===== src/rtl/pattern_sequencer.sv =====
// pattern_sequencer: plays the first N entries of a 16x3-bit pattern set on
// eight one-hot LEDs with fixed on/off timing, then pulses done.
// Optional feature macro: PATTERN_SEQ_REPLAY_EN adds a replay input that
// replays the last latched set/length without re-latching the bus.
module pattern_sequencer #(
  parameter int ON_CYCLES  = 50_000_000,
  parameter int OFF_CYCLES = 25_000_000,
  parameter int MAX_LEN    = 16
) (
  input  logic                   clk,
  input  logic                   rst,
  input  logic                   start,
`ifdef PATTERN_SEQ_REPLAY_EN
  input  logic                   replay,
`endif
  input  logic [4:0]             pat_len,
  input  logic [3*MAX_LEN-1:0]   patterns,
  output logic [7:0]             led,
  output logic                   led_valid,
  output logic [3:0]             cur_idx,
  output logic                   busy,
  output logic                   done
);

  localparam int MAX_CYC = (ON_CYCLES > OFF_CYCLES) ? ON_CYCLES : OFF_CYCLES;
  localparam int TW      = $clog2(MAX_CYC + 1);
  localparam logic [TW-1:0] ON_LOAD  = TW'(ON_CYCLES - 1);
  localparam logic [TW-1:0] OFF_LOAD = TW'(OFF_CYCLES - 1);
  localparam logic [4:0]    LEN_MAX  = 5'(MAX_LEN);

  typedef enum logic [1:0] {IDLE, SHOW, GAP, FIN} state_t;

  state_t                   state;
  logic [MAX_LEN-1:0][2:0]  set_q;
  logic [4:0]               len_q;
  logic [TW-1:0]            timer;

  logic       replay_req;
  logic       go;
  logic [4:0] len_in;
  logic [4:0] go_len;
  logic [2:0] go_first;
  logic       last;
  logic [3:0] nxt_idx;

`ifdef PATTERN_SEQ_REPLAY_EN
  assign replay_req = replay;
`else
  assign replay_req = 1'b0;
`endif

  // Lengths beyond the set size play the whole set.
  assign len_in   = (pat_len > LEN_MAX) ? LEN_MAX : pat_len;
  // start has priority over replay; replay reuses the latched set.
  assign go       = start | replay_req;
  assign go_len   = start ? len_in : len_q;
  assign go_first = start ? patterns[2:0] : set_q[0];
  assign last     = ({1'b0, cur_idx} == (len_q - 5'd1));
  assign nxt_idx  = cur_idx + 4'd1;

  // Playback FSM; every output is a register updated on state transitions.
  always_ff @(posedge clk or negedge rst) begin
    if (!rst) begin
      state     <= IDLE;
      set_q     <= '0;
      len_q     <= '0;
      timer     <= '0;
      led       <= '0;
      led_valid <= 1'b0;
      cur_idx   <= '0;
      busy      <= 1'b0;
      done      <= 1'b0;
    end else begin
      done <= 1'b0;
      case (state)
        IDLE: begin
          if (go) begin
            cur_idx <= '0;
            busy    <= 1'b1;
            // A zero-length start leaves the previously latched set intact.
            if (start && len_in != 5'd0) begin
              set_q <= patterns;
              len_q <= len_in;
            end
            if (go_len != 5'd0) begin
              state     <= SHOW;
              led       <= 8'b1 << go_first;
              led_valid <= 1'b1;
              timer     <= ON_LOAD;
            end else begin
              state <= FIN;
              done  <= 1'b1;
              timer <= '0;
            end
          end
        end
        SHOW: begin
          if (timer == '0) begin
            state     <= GAP;
            led       <= '0;
            led_valid <= 1'b0;
            timer     <= OFF_LOAD;
          end else begin
            timer <= timer - 1'b1;
          end
        end
        GAP: begin
          if (timer == '0) begin
            if (last) begin
              state <= FIN;
              done  <= 1'b1;
              timer <= '0;
            end else begin
              state     <= SHOW;
              cur_idx   <= nxt_idx;
              led       <= 8'b1 << set_q[nxt_idx];
              led_valid <= 1'b1;
              timer     <= ON_LOAD;
            end
          end else begin
            timer <= timer - 1'b1;
          end
        end
        FIN: begin
          state <= IDLE;
          busy  <= 1'b0;
        end
        default: state <= IDLE;
      endcase
    end
  end

endmodule


===== config.mk =====
export PLATFORM = sky130hd
export DESIGN_NAME = pattern_sequencer
export DESIGN_NICKNAME = d
export VERILOG_FILES = /design/src/rtl/pattern_sequencer.sv
export SDC_FILE = /design/constraint.sdc
export NUM_CORES = 1
export LEC_CHECK = 0
export ABC_AREA = 1
export CAP_MARGIN = 10
export CORE_AREA = 2 2 104 106
export CTS_BUF_LIST = sky130_fd_sc_hd__clkbuf_8
export DETAILED_ROUTE_END_ITERATION = 6
export DIE_AREA = 0 0 106 108
export GPL_TIMING_DRIVEN = 0
export PLACE_DENSITY = 0.83
export SLEW_MARGIN = 10
export SYNTH_ARGS = -nofsm -noshare
export SYNTH_HDL_FRONTEND = slang
export SYNTH_SLANG_ARGS = --single-unit

===== constraint.sdc =====
create_clock -name clk -period 2 [get_ports clk]
set_input_delay 0.2 -clock clk [delete_from_list [all_inputs] [get_ports clk]]
set_output_delay 0.2 -clock clk [all_outputs]
set_load 0.1 [all_outputs]

# ---- Word-level counts from Yosys, hierarchy flattened
# Index checks and enable logic that the tools add are counted.
dict set report totals {
  inputBits 56
  elab_cells 94
  output_inout_bits 15
  ff_bits 96
}
dict set report op_classes {
  add_sub_neg 3
  magnitude_cmp 2
  shift 2
  reduce_logical 14
  eq_ne 9
  n_mux 40
}
# operator count
set ops {}
lappend ops {{two-way mux 26 bit} 5}
lappend ops {{one-hot mux 26 bit (3 select lines)} 1}
lappend ops {{two-way mux 8 bit} 5}
lappend ops {{zero test 26 bit} 1}
lappend ops {{subtractor 26 x 1 -> 26 bit (second input constant)} 1}
lappend ops {{one-hot mux 8 bit (3 select lines)} 1}
lappend ops {{left shift 1 x 3 -> 8 bit (first input constant)} 2}
lappend ops {{binary-select mux 3 bit (select 4 bit)} 1}
lappend ops {{two-way mux 4 bit} 3}
lappend ops {{two-way mux 1 bit} 10}
lappend ops {{two-way mux 2 bit} 5}
lappend ops {{two-way mux 5 bit} 2}
lappend ops {{inequality test 2 bit (second input constant)} 5}
lappend ops {{nonzero test 5 bit} 2}
lappend ops {{one-hot mux 2 bit (4 select lines)} 1}
lappend ops {{one-hot mux 4 bit (2 select lines)} 1}
lappend ops {{two-way mux 3 bit} 2}
lappend ops {{AND reduction 3 bit} 2}
lappend ops {{AND reduction 6 bit} 1}
lappend ops {{equality test 4 x 5 -> 1 bit} 1}
lappend ops {{> comparator 5 bit (second input constant)} 1}
lappend ops {{less-than comparator 4 x 5 -> 1 bit (second input constant)} 1}
lappend ops {{subtractor 5 x 1 -> 5 bit (second input constant)} 1}
lappend ops {{adder 4 x 1 -> 4 bit (second input constant)} 1}
lappend ops {{10 further kinds} 14}

# ---- Depth between registers and ports, before layout
dict set report depth {
  ltp_word 7
  mapped_depth 15
  mapped_depth_nobuf 15
}

# ---- Worst setup path before layout
# OpenSTA, ideal clock, no wires.
dict set report synth_timing {
  kind {register to register}
  start {register cur_idx[1]}
  end {register led[4]}
  n_path_buf 2
  period_less_slack_ps 2465
  stages_incl_launch_ff 12
  setup_slack_ps -465
  arrival_ps 2345
  setup_ps 120
  t_required_ps 1880
  path_cell_list {dfrtp_1 > ha_1 > buf_2 > buf_2 > o211ai_1 > nand3_1 > nand3_1 > nand2_1 > a21oi_1 > nor2_1 > nand2_1 > nand2_1}
}
dict set report synth_between {
  elab_chain_len 7
  elab_cells_between_ends 10
  classes_between {add/sub: 1; eq/ne: 2; shift: 1; mux: 5; reduce/logical: 1}
}
# element line_no
set synth_rtl {}
lappend synth_rtl {{start, declared} 20} ;# output logic [3:0] cur_idx,
lappend synth_rtl {{start signal, assigned} 115} ;# cur_idx <= nxt_idx;
lappend synth_rtl {{adder 4 x 1 -> 4 bit} 59} ;# assign nxt_idx = cur_idx + 4'd1;
lappend synth_rtl {{binary-select mux 3 bit (select 4 bit)} 116} ;# led <= 8'b1 << set_q[nxt_idx];
lappend synth_rtl {{two-way mux 3 bit (implied by the code)} 116}
lappend synth_rtl {{left shift 1 x 3 -> 8 bit} 116}
lappend synth_rtl {{two-way mux 8 bit} 109} ;# if (last) begin
lappend synth_rtl {{two-way mux 8 bit} 108} ;# if (timer == '0) begin
lappend synth_rtl {{one-hot mux 8 bit (3 select lines)} 75} ;# case (state)
lappend synth_rtl {{end signal, assigned} 87} ;# led <= 8'b1 << go_first;
lappend synth_rtl {{end signal, assigned} 116}
lappend synth_rtl {{end, declared} 18} ;# output logic [7:0] led,
# Several ways; a longest one is shown, not always the timed one. The select of a mux whose other input is x is not followed.
# A chain may end at the register's enable or synchronous reset.

# ---- Final worst setup path
dict set report layout_timing {
  start {register state[0]}
  end {register timer[25]}
}
dict set report layout_between {
  elab_chain_len 3
  elab_cells_between_ends 7
  classes_between {eq/ne: 3; mux: 1; reduce/logical: 3}
}
# element line_no
set layout_rtl {}
lappend layout_rtl {{start, declared} 33} ;# state_t state;
lappend layout_rtl {{start signal, assigned} 64} ;# state <= IDLE;
lappend layout_rtl {{start signal, assigned} 86} ;# state <= SHOW;
lappend layout_rtl {{start signal, assigned} 91} ;# state <= FIN;
lappend layout_rtl {{equality test 2 bit, or another cell as far along} 75}
lappend layout_rtl {{nonzero test 3 bit (no source line) / inequality test 2 bit (equally long branches)} n/a}
lappend layout_rtl {{AND reduction 2 bit (no source line)} n/a}
lappend layout_rtl {{end signal, assigned} 104} ;# timer <= timer - 1'b1;
lappend layout_rtl {{end signal, assigned} 121} ;# timer <= timer - 1'b1;
lappend layout_rtl {{end, declared} 36} ;# logic [TW-1:0] timer;
# Several ways; a longest one is shown, not always the timed one.

==> flow_summary_export.csv <==
group,metric,value,unit
detailed_routing,first_pass_iters,5,
detailed_routing,antenna_left,0,
synth,syn_area,0.00560,mm2
synth,ys_seq_elements,96,
detailed_routing,drtIter0Drc,648,
critical_path,critPathArrivalTime,2.42,ns
synth,synth-edff-count,0,
timing,max_slew_margin,0.329,
cells_and_area,mostFrequentLayoutCells,"nand2_1, dfrtp_1, inv_1",
global_routing,grt_use_total,0.297,
synth,postSynthAreaPerCell,7.20,um2
detailed_routing,via_per_inst,5.78,
cells_and_area,final_cells,1018,
global_routing,grt_pass1_vias,5459,
timing,setup_viol_count_final,10,
placed_design,hpwlAfterDp,11.7,mm
status,outcome,"finished with violations",
clock_network,numCtsBuffers,9,
placed_design,portBuffers,69,
cells_and_area,num_antenna_cells,0,
cells_and_area,final.fill_count,800,
timing,fmax,0.479,GHz
clock_network,htree_levels,3,
synth,ys_types,43,
die,initial_utilization,0.547,
flow_run,drv_cap,0,
die,die_h,108,um
clock_network,path_clk_slew,0.11,ns
cells_and_area,post-route-cell-area,0.00723,mm2
synth,ys.flop_type,"dfrtp_1",
global_routing,grt_start_max_net_pins,62,
cells_and_area,nNetsFinal,942,
timing,slew_viol_final,0,
timing,period_minus_slack,2.09,ns
placed_design,placedCellCount,984,
clock_network,clk_path_buf_depth,2,
power,ir_drop,0.00124,V
timing,skew,0.0210,ns
synth,synth_top_area_frac,0.429,
timing,post-route-period-util,1.04,
clock_network,cts_tree,"built",
synth,synth_top_area_cell,"dfrtp_1",
clock_network,cts_sinks,96,
cells_and_area,drive_above_1_share,0.175,
status,failed_checks,"setup timing",
placed_design,globalplace.congestion,0.948,
power,power.leakage,3.52,nW
power,power_density,1700,mW/mm2
min_path,hp-class,"input pin to async pin",
detailed_routing,drt_wl_total,17.5,mm
timing,worst_pin_slew,1.01,ns
critical_path,critPathRequiredTime,2.33,ns
synth,yosys_warnings,0,
detailed_routing,drc,0,
cells_and_area,syn2layout_area_growth,29.2,%
die,core_area,0.0102,mm2
critical_path,crit_type,"register to register",
synth,async_flop_share,1.00,
timing,hold_viol,0,
global_routing,met1_usage,0.427,
cells_and_area,final_common_cell,"nand2_1",
cells_and_area,multi_input_area,0.00302,mm2
global_routing,gr-total-overflow,0,
die,die_w,106,um
clock_network,clk_latency,0.40,ns
die,die-area,0.0114,mm2
placed_design,placed_cell_area,0.00652,mm2
critical_path,crit_path_start_kind,"register",
timing,rsz0062_at_grt,"yes",
global_routing,grt-busiest-layer,"met2",
synth,syn_inst,778,
global_routing,grt_use_met3,0.0542,
global_routing,met2_usage,0.465,
detailed_routing,dr_total_vias,5886,
global_routing,antenna_found_initial,0,
critical_path,crit_fanout,10,
clock_network,ctsRootBufferMaster,"clkbuf_8",
synth,synth.area.top_cells,"dfrtp_1, nand2_1, nand3_1",
die,rows,37,
cells_and_area,regArea,0.00241,mm2
synth,seq_area_frac_synth,0.429,
timing,finalWorstSetupSlack,-0.0886,ns
die,num_io_pins,71,
critical_path,cp-end-kind,"register",
synth,synth_nets,843,
global_routing,grt_pass1_wl,26.7,mm
detailed_routing,drt-wirelength-per-cell,17.2,um
-- cells in the mapped netlist (2+ instances only) --
library cell  instances
o21ai_1               4
nor2_2                8
or2_2                 2
o21ai_0              66
nor4_1                2
o211ai_1              5
buf_2                16
inv_1                75
nand2_2               3
dfrtp_1              96
xor2_1               11
buf_4                 4
nor3_1                3
nand4_1              13
o22ai_1               3
nand3_1              78
clkbuf_1              8
nor2_4                3
nor2_1               81
nand2_1             247
o21bai_1              3
a21oi_1              14
o32ai_1               2
nand3_2               2
nand3b_1              3
ha_1                  9
-- worst paths after layout --
kind                                          endpoint  cells past startpoint                  from  slack, ns
min in group clk                  len_q[3]$_DFFE_PN0P_                      3                 start       0.32
max in group asynchronous       cur_idx[2]$_DFFE_PN0P_                      3                   rst       1.00
worst min-delay path             set_q[22]$_DFFE_PN0P_                      2                   rst       0.30
worst min register to register      led[7]$_DFFE_PN0P_                      2    led[7]$_DFFE_PN0P_       0.49
worst max-delay path             timer[25]$_DFFE_PN0P_                      8  state[0]$_DFFE_PN0P_      -0.09
worst max register to register   timer[25]$_DFFE_PN0P_                      8  state[0]$_DFFE_PN0P_      -0.09
-- cells by family (layout without fill, tap and decap cells) --
family | count (synthesis) | after routing | share of synthesized area
xor gates and xnor gates | 14 | 14 | 0.0246
buffers and inverters | 107 | 211 | 0.0796
DFF | 96 | 96 | 0.429
AOI/OAI and AO/OA | 104 | 104 | 0.103
and+or+nand+nor | 448 | 448 | 0.343
adders and majority gates | 9 | 9 | 0.0201
-- power by group --
group	leakage [nW]	total, mW	switching [mW]	internal [mW]
clock	0.119	1.47	0.734	0.738
combinational	2.20	7.44	4.89	2.56
sequential	1.20	3.37	0.584	2.79
total	3.52	12.3	6.20	6.08
-- metrics by stage --
| stage | util | total power, mW | TNS, ns | hold WS, ns | setup slack [ns] |
|---|---|---|---|---|---|
| after floorplan | - | 7.71 | 0 | -0.0956 | 0.0181 |
| after global placement | 0.635 | 9.17 | -288.31 | 0.459 | -3.55 |
| after detailed placement | 0.637 | 9.44 | -16.90 | 0.204 | -0.347 |
| after CTS | 0.670 | 11.1 | 0 | 0.252 | 0.00552 |
| after global routing | 0.707 | 13.1 | -1.76 | 0.347 | -0.158 |
| final | 0.707 | 12.3 | -0.221 | 0.300 | -0.0886 |
-- final cells by class --
class | instances | share of cell area
plain buffers | 29 | 0.0303
clock buffers | 10 | 0.0190
clock inverters | 6 | 0.0118
inverters | 77 | 0.0420
multi-input cells | 575 | 0.418
flip-flops and latches | 96 | 0.334
well taps | 136 | 0.0235
repair buffers | 88 | 0.121
repair inverters | 1 | 0.00121
-- routing by layer --
layer / vias to the layer above / part of all wire / routed length [um]
met5: - / 0 / 0
met4: 0 / 0.024 / 416
met3: 40 / 0.10 / 1790
met2: 341 / 0.45 / 7930
met1: 2811 / 0.42 / 7380
li1: 2694 / - / -
-- flip-flops by register name (all words and copies together) (netlist names) --
name,flops
led_valid,1
cur_idx,4
busy,1
led,8
state,2
set_q,48
len_q,5
done,1
timer,26
-- what timing repair did --
| action | 4_1_cts | 5_1_grt |
|---|---|---|
| setup endpoints to repair | 105 | 90 |
| pin swaps | 3 | 28 |
| gates resized for setup | 39 | 94 |
| buffers inserted | 7 | 9 |
| cloned | 0 | 3 |
| hold buffers | 1 | 0 |
| endpoints found under the hold margin | 35 | 0 |
-- worst max-delay path, cell delays in order (launching register included) --
cell     delay, ns
dfrtp_2       0.47
inv_1         0.10
ha_2          0.30
inv_1         0.28
nand4_1       0.30
buf_4         0.28
o21ai_0       0.12
inv_1         0.10
nand2_1       0.07
Power figures use the tool's default switching activity.
